## src/rtl/fw_ip_cfg_shift.sv

```systemverilog
`default_nettype none
// ---------------------------------------------------------------------------
// fw_ip_cfg_shift : SW-buffered serial config-chain shifter with readback. Rev 1.0
// ---------------------------------------------------------------------------
module fw_ip_cfg_shift #(
  parameter int CFG_BITS = 96,
  parameter int CLK_DIV  = 4,
  parameter int LOAD_W   = 4,
  parameter int RST_W    = 8
) (
  input  logic        fw_clk,
  input  logic        fw_rst_n,
  input  logic        fw_dev_id_enable,
  input  logic        fw_op_code_w_reset,
  input  logic        fw_op_code_w_cfg_static_0,
  input  logic        fw_op_code_r_cfg_static_0,
  input  logic        fw_op_code_w_status_clear,
  input  logic        fw_op_code_w_execute,
  input  logic [23:0] sw_write24_0,
  output logic [31:0] fw_read_data32,
  output logic [31:0] fw_read_status32,
  output logic        fw_config_clk,
  output logic        fw_config_in,
  output logic        fw_config_load,
  output logic        fw_reset_not,
  input  logic        fw_config_out
);
  localparam int NUM_WORDS = CFG_BITS / 24;
  localparam int PTR_W     = 8;
  localparam int IDX_W     = $clog2(CFG_BITS);
  localparam int PH_MAX    = (CLK_DIV > LOAD_W) ? CLK_DIV : LOAD_W;
  localparam int PH_W      = $clog2(PH_MAX + 1);
  localparam int RC_W      = $clog2(RST_W + 1);

  typedef enum logic [2:0] {
    IDLE     = 3'd0,
    SHIFT_LO = 3'd1,
    SHIFT_HI = 3'd2,
    LOAD     = 3'd3,
    DONE     = 3'd4
  } state_t;

  state_t              state, state_nxt;
  logic [CFG_BITS-1:0] wr_buf, rb_buf, rb_sr;
  logic [PTR_W-1:0]    wr_ptr, rd_ptr;
  logic [IDX_W-1:0]    bit_cnt;
  logic [PH_W-1:0]     phase;
  logic [RC_W-1:0]     rst_cnt;
  logic                done, error;

  logic op_rst, op_exec, op_wcfg, op_rcfg, op_clr;
  logic phase_last, shifting, set_err, set_done;
  logic [IDX_W-1:0] wr_base, rd_base;

  assign op_rst  = fw_dev_id_enable & fw_op_code_w_reset;
  assign op_exec = fw_dev_id_enable & fw_op_code_w_execute;
  assign op_wcfg = fw_dev_id_enable & fw_op_code_w_cfg_static_0;
  assign op_rcfg = fw_dev_id_enable & fw_op_code_r_cfg_static_0;
  assign op_clr  = fw_dev_id_enable & fw_op_code_w_status_clear;

  assign wr_base  = IDX_W'(32'(wr_ptr) * 24);
  assign rd_base  = IDX_W'(32'(rd_ptr) * 24);
  assign shifting = (state == SHIFT_LO) || (state == SHIFT_HI);

  // Ops that would disturb the chain while a transfer runs are flagged, not obeyed.
  assign set_err  = (op_exec | op_wcfg) & (state != IDLE) & ~op_rst;
  assign set_done = (state == DONE) & ~op_rst;

  always_comb begin
    phase_last = 1'b0;
    if (shifting)           phase_last = (phase == PH_W'(CLK_DIV - 1));
    else if (state == LOAD) phase_last = (phase == PH_W'(LOAD_W - 1));
  end

  always_comb begin
    state_nxt = state;
    unique case (state)
      IDLE:     if (op_exec) state_nxt = SHIFT_LO;
      SHIFT_LO: if (phase_last) state_nxt = SHIFT_HI;
      SHIFT_HI: if (phase_last) state_nxt = (bit_cnt == '0) ? LOAD : SHIFT_LO;
      LOAD:     if (phase_last) state_nxt = DONE;
      DONE:     state_nxt = IDLE;
      default:  state_nxt = IDLE;
    endcase
    if (op_rst) state_nxt = IDLE;
  end

  always_ff @(posedge fw_clk or negedge fw_rst_n) begin
    if (!fw_rst_n) begin
      state          <= IDLE;
      phase          <= '0;
      bit_cnt        <= '0;
      rst_cnt        <= '0;
      wr_ptr         <= '0;
      rd_ptr         <= '0;
      wr_buf         <= '0;
      rb_buf         <= '0;
      rb_sr          <= '0;
      done           <= 1'b0;
      error          <= 1'b0;
      fw_read_data32 <= '0;
    end else begin
      state <= state_nxt;
      if ((state_nxt != state) || (state == IDLE) || (state == DONE)) phase <= '0;
      else                                                             phase <= phase + 1'b1;

      if (state == IDLE && op_exec && !op_rst) begin
        bit_cnt <= IDX_W'(CFG_BITS - 1);
        rb_sr   <= '0;
      end else if (state == SHIFT_HI && phase_last && bit_cnt != '0) begin
        bit_cnt <= bit_cnt - 1'b1;
      end

      // Return bit is captured once per bit, at the first high-phase cycle.
      if (state == SHIFT_HI && phase == '0) rb_sr <= {rb_sr[CFG_BITS-2:0], fw_config_out};
      if (state == LOAD && phase_last && !op_rst) rb_buf <= rb_sr;

      if (op_rcfg) begin
        fw_read_data32 <= {8'h00, rb_buf[rd_base +: 24]};
        rd_ptr <= (rd_ptr == PTR_W'(NUM_WORDS - 1)) ? '0 : rd_ptr + 1'b1;
      end

      if (op_rst) begin
        wr_ptr  <= '0;
        rd_ptr  <= '0;
        rst_cnt <= RC_W'(RST_W);
      end else begin
        if (rst_cnt != '0) rst_cnt <= rst_cnt - 1'b1;
        if (state == IDLE && op_wcfg && !op_exec) begin
          wr_buf[wr_base +: 24] <= sw_write24_0;
          wr_ptr <= (wr_ptr == PTR_W'(NUM_WORDS - 1)) ? '0 : wr_ptr + 1'b1;
        end
      end

      error <= set_err  | (error & ~op_clr);
      done  <= set_done | (done  & ~op_clr);
    end
  end

  assign fw_config_clk    = (state == SHIFT_HI);
  assign fw_config_in     = shifting & wr_buf[bit_cnt];
  assign fw_config_load   = ~shifting;
  assign fw_reset_not     = (rst_cnt == '0);
  assign fw_read_status32 = {8'h04, rd_ptr, wr_ptr, 5'b0, error, done, (state != IDLE)};

endmodule
`default_nettype wire

```

## config.mk

```make
export PLATFORM = sky130hd
export DESIGN_NAME = fw_ip_cfg_shift
export DESIGN_NICKNAME = d
export VERILOG_FILES = /design/src/rtl/fw_ip_cfg_shift.sv
export SDC_FILE = /design/constraint.sdc
export NUM_CORES = 1
export LEC_CHECK = 0
export BUFFER_PORTS_ARGS = -buffer_cell sky130_fd_sc_hd__buf_2
export CAP_MARGIN = 30
export CORE_UTILIZATION = 49
export CTS_CLUSTER_DIAMETER = 80
export CTS_CLUSTER_SIZE = 8
export DETAILED_ROUTE_END_ITERATION = 12
export PLACE_DENSITY_LB_ADDON = 0.3
export SLEW_MARGIN = 20
export SYNTH_ARGS = -nofsm -noshare
export SYNTH_HDL_FRONTEND = slang
export SYNTH_SLANG_ARGS = --single-unit
export TNS_END_PERCENT = 30
```

## constraint.sdc

```tcl
create_clock -name fw_clk -period 4.4 [get_ports fw_clk]
set_input_delay 0.66 -clock fw_clk [delete_from_list [all_inputs] [get_ports fw_clk]]
set_output_delay 0.66 -clock fw_clk [all_outputs]
set_load 0.02 [all_outputs]
```

==> impl_metrics.toml <==
[critical_path]
critical_path.startpoint = "wr_ptr[1]"
timing.rr.end = "wr_buf[33]"
worstPathRequired_ps = 4860
worst-path-max-fanout = 12
critical_path.endpoint = "wr_buf[33]"
r2r-start = "wr_ptr[1]"
critical_path_start_end_classification = "flip-flop to flip-flop"
r2r_setup_slk_ps = 460
critical_path.startpoint_type = "flip-flop"
worst_r2r_path_depth = 8
cp-end-kind = "flip-flop"
cp.arrival_ps = 4400

[global_routing]
grt_util_all_layers = 0.2573
grt_pass1_vias = 12430
grt_start_max_net_pins = 118
antenna_violations_before_repair = 0
global_route_wire_length_before_repair_um = 72780
grt_overflow = 0

[sta]
grt_setup_unrepaired = "no"
clock_skew_after_layout_ps = 21.27
timing.final.ws_setup_ps = 462.3
finalWorstPathRequiredPeriod_ps = 3938
final-setup-viol-count = 0
worst_slew_pin_slew_ps = 1049
max_freq_mhz = 254.0
finalCritPeriodShare = 0.8949
max-slew-margin-rel = 0.2954
timing_max_transition_violations_final = 0
final.setup.tns_ps = 0
timing_hold_violations_final = 0

[outcome]
status = "finished, final reports clean"

[pwr]
powerDensity_nw_per_um2 = 415.2
static-leakage-power_uw = 0.008894
power.ir.vdd_worst_uv = 295.2

[drt]
drc = 0
detailed_routing_iteration_count_for_the_pre_antenna_repair_pass = 5
drt-initial-drc-count = 1335
detail-route-antenna-nets = 0
route.detailed.wl_per_inst_um = 22.63
vias = 12670
routed_wl_um = 45880
routed_via_density = 6.252

[min_path]
hold_class = "primary input to asynchronous set/reset pin"

[clock_network]
post_cts_resized = 0
cts_hold_repair.buffers = 0
number_of_buffers_created_by_cts = 49
clk_path_buf_depth = 3
clock_sinks = 347
cts_root_buf = "sky130_fd_sc_hd__clkbuf_16"
maximum_level_of_the_cts_h_tree = 2
worst_skew_pair.late_latency_ps = 600
postCtsSetupRepairBufs = 0
tritoncts_clock_tree = "done"
path_clk_slew_ps = 60

[floorplanning]
row_count = 69
fp.dieH_um = 191.5
start_util = 0.4960
num_io_pins = 101
die-width_um = 191.5
floorplan.die_area_um2 = 36680
core_um2 = 35480

[finish]
fin_nets = 1615
layout-area-overhead-vs-synth_pct = 11.43
final_layout_size_suffix_gt1_frac = 0.2465
ant_diodes = 0
layout.filler_cells = 2965

[synth]
synth_sequential_area_ratio = 0.4934
yosys_warnings = 0
synth_top_cell_area_share = 0.4934
synthTopCellsByArea = "sky130_fd_sc_hd__dfrtp_1 49%, sky130_fd_sc_hd__mux2_2 9.4%, sky130_fd_sc_hd__mux4_2 7.8%"
share_of_flip_flops_with_an_asynchronous_set_or_reset_after_synthesis = 1.000
number_of_register_bits_inferred_by_synthesis = 347
synthFlopType = "sky130_fd_sc_hd__dfrtp_1"
post-synth-top-area-cell = "sky130_fd_sc_hd__dfrtp_1"
synth.cell_area_um2 = 17600
synthesis.instances = 1524
synth.lib_cells_used.distinct = 67
synth_enable_flop_cells = 0
avgSynthCellArea_um2 = 11.55

[placed_design]
pre_cts_slack_ps = 568.5
place_hpwl_um = 30250
number_of_i_o_port_buffers = 79
place.gp.congestion = 0.9091

[flow_run]
timing.max_cap.violations = 0
## cell families (layout without fill, tap and decap cells)
logic type      count (synthesis)  in the layout  synth area share
simple gates                  318            318           0.08510
xor+xnor                       19             19          0.009882
compound gates                403            403            0.1556
fa+ha+maj                      20             20           0.01507
flops                         347            347            0.4934
mux                           254            254            0.1983
other cells                     2             21         0.0004267
buf+inv                       161            184           0.04230
## synth_stat cells, drive strengths merged (7+ instances only)
| cell type | instances |
|---|---|
| nand2 | 142 |
| nand3 | 30 |
| o21ai | 112 |
| and3 | 10 |
| mux4 | 61 |
| mux2i | 46 |
| buf | 67 |
| a22oi | 51 |
| clkbuf | 68 |
| dfrtp | 347 |
| a21oi | 65 |
| inv | 26 |
| nor2 | 68 |
| mux2 | 147 |
| xnor2 | 12 |
| nand2b | 12 |
| a22o | 106 |
| a222oi | 8 |
| ha | 18 |
| xor2 | 7 |
| o22ai | 11 |
| a31oi | 15 |
| nor3 | 21 |
## worst min path at each step
| stage | end | slack [ps] | depth (start not counted) |
|---|---|---|---|
| finish | rst_cnt[2] | 120 | 1 |
| global route | rst_cnt[2] | 220 | 1 |
| CTS | rst_cnt[2] | 200 | 1 |
| detailed placement | phase[0] | 460 | 1 |
| global placement | phase[0] | 440 | 1 |
| floorplan | bit_cnt[0] | 360 | 0 |
## cells in the final DEF (no fill, tap or decap), types with 21 or more instances in the layout
master,Yosys,routed
sky130_fd_sc_hd__a21oi_1,65,65
sky130_fd_sc_hd__a22o_1,106,106
sky130_fd_sc_hd__a22oi_1,51,51
sky130_fd_sc_hd__buf_2,31,79
sky130_fd_sc_hd__clkbuf_16,0,49
sky130_fd_sc_hd__conb_1,2,21
sky130_fd_sc_hd__dfrtp_1,347,345
sky130_fd_sc_hd__inv_1,26,26
sky130_fd_sc_hd__mux2_2,147,147
sky130_fd_sc_hd__mux2i_1,46,46
sky130_fd_sc_hd__mux4_2,61,61
sky130_fd_sc_hd__nand2_1,142,142
sky130_fd_sc_hd__nand3_1,30,30
sky130_fd_sc_hd__nor2_1,67,66
sky130_fd_sc_hd__o21ai_0,108,108
## registers in the layout (all words and copies together), names as in the netlist
register	cells
bit_cnt	7
done	1
error	1
fw_read_data32	24
phase	3
rb_buf	96
rb_sr	96
rd_ptr	8
rst_cnt	4
state	3
wr_buf	96
wr_ptr	8
## per-stage QoR
| stage | cells | power [uW] | hold WS, ps | util | area [um2] |
|---|---|---|---|---|---|
| floorplan | 1543 | 4423 | 364.4 | - | 17670 |
| global placement | 1966 | 4779 | 443.8 | 0.5135 | 18220 |
| detailed placement | 1968 | 4815 | 458.4 | 0.5145 | 18260 |
| CTS | 2023 | 8187 | 198.4 | 0.5514 | 19560 |
| global route | 2027 | 8482 | 223.0 | 0.5527 | 19610 |
| finish | 2027 | 8143 | 124.2 | 0.5527 | 19610 |
## area by class of cell
type	count	area, um2	area share
multi-input combinational	1035	8280	0.4222
sequential	347	8691	0.4432
clock inverter	4	73.82	0.003764
tap	461	576.8	0.02941
clock buffer	51	1234	0.06291
timing repair buffer	103	658.1	0.03356
inverter	26	97.59	0.004976
## critical path: stages, from the launching register on
cell and delay, ps:
sky130_fd_sc_hd__dfrtp_1 430, sky130_fd_sc_hd__ha_1 300, sky130_fd_sc_hd__inv_1 110, sky130_fd_sc_hd__fa_1 560, sky130_fd_sc_hd__nor3b_2 240, sky130_fd_sc_hd__xnor2_1 840
sky130_fd_sc_hd__and2_1 490, sky130_fd_sc_hd__and3_1 450, sky130_fd_sc_hd__mux2_2 380
## where the power goes
part	total (uW)	switching, uW	internal (uW)	leakage (uW)
logic	1290	824	469	0.00351
clock network	3360	1390	1970	0.000634
registers	3490	128	3360	0.00475
## routing by layer
metal	GRT usage	wire (um)	vias up
met1	0.3893	21270	6451
met5	0	0	-
met2	0.3717	20390	471
met3	0.05232	3164	76
li1	-	-	5674
met4	0.07418	1062	0
No activity file was read; power rests on OpenSTA's default activity.
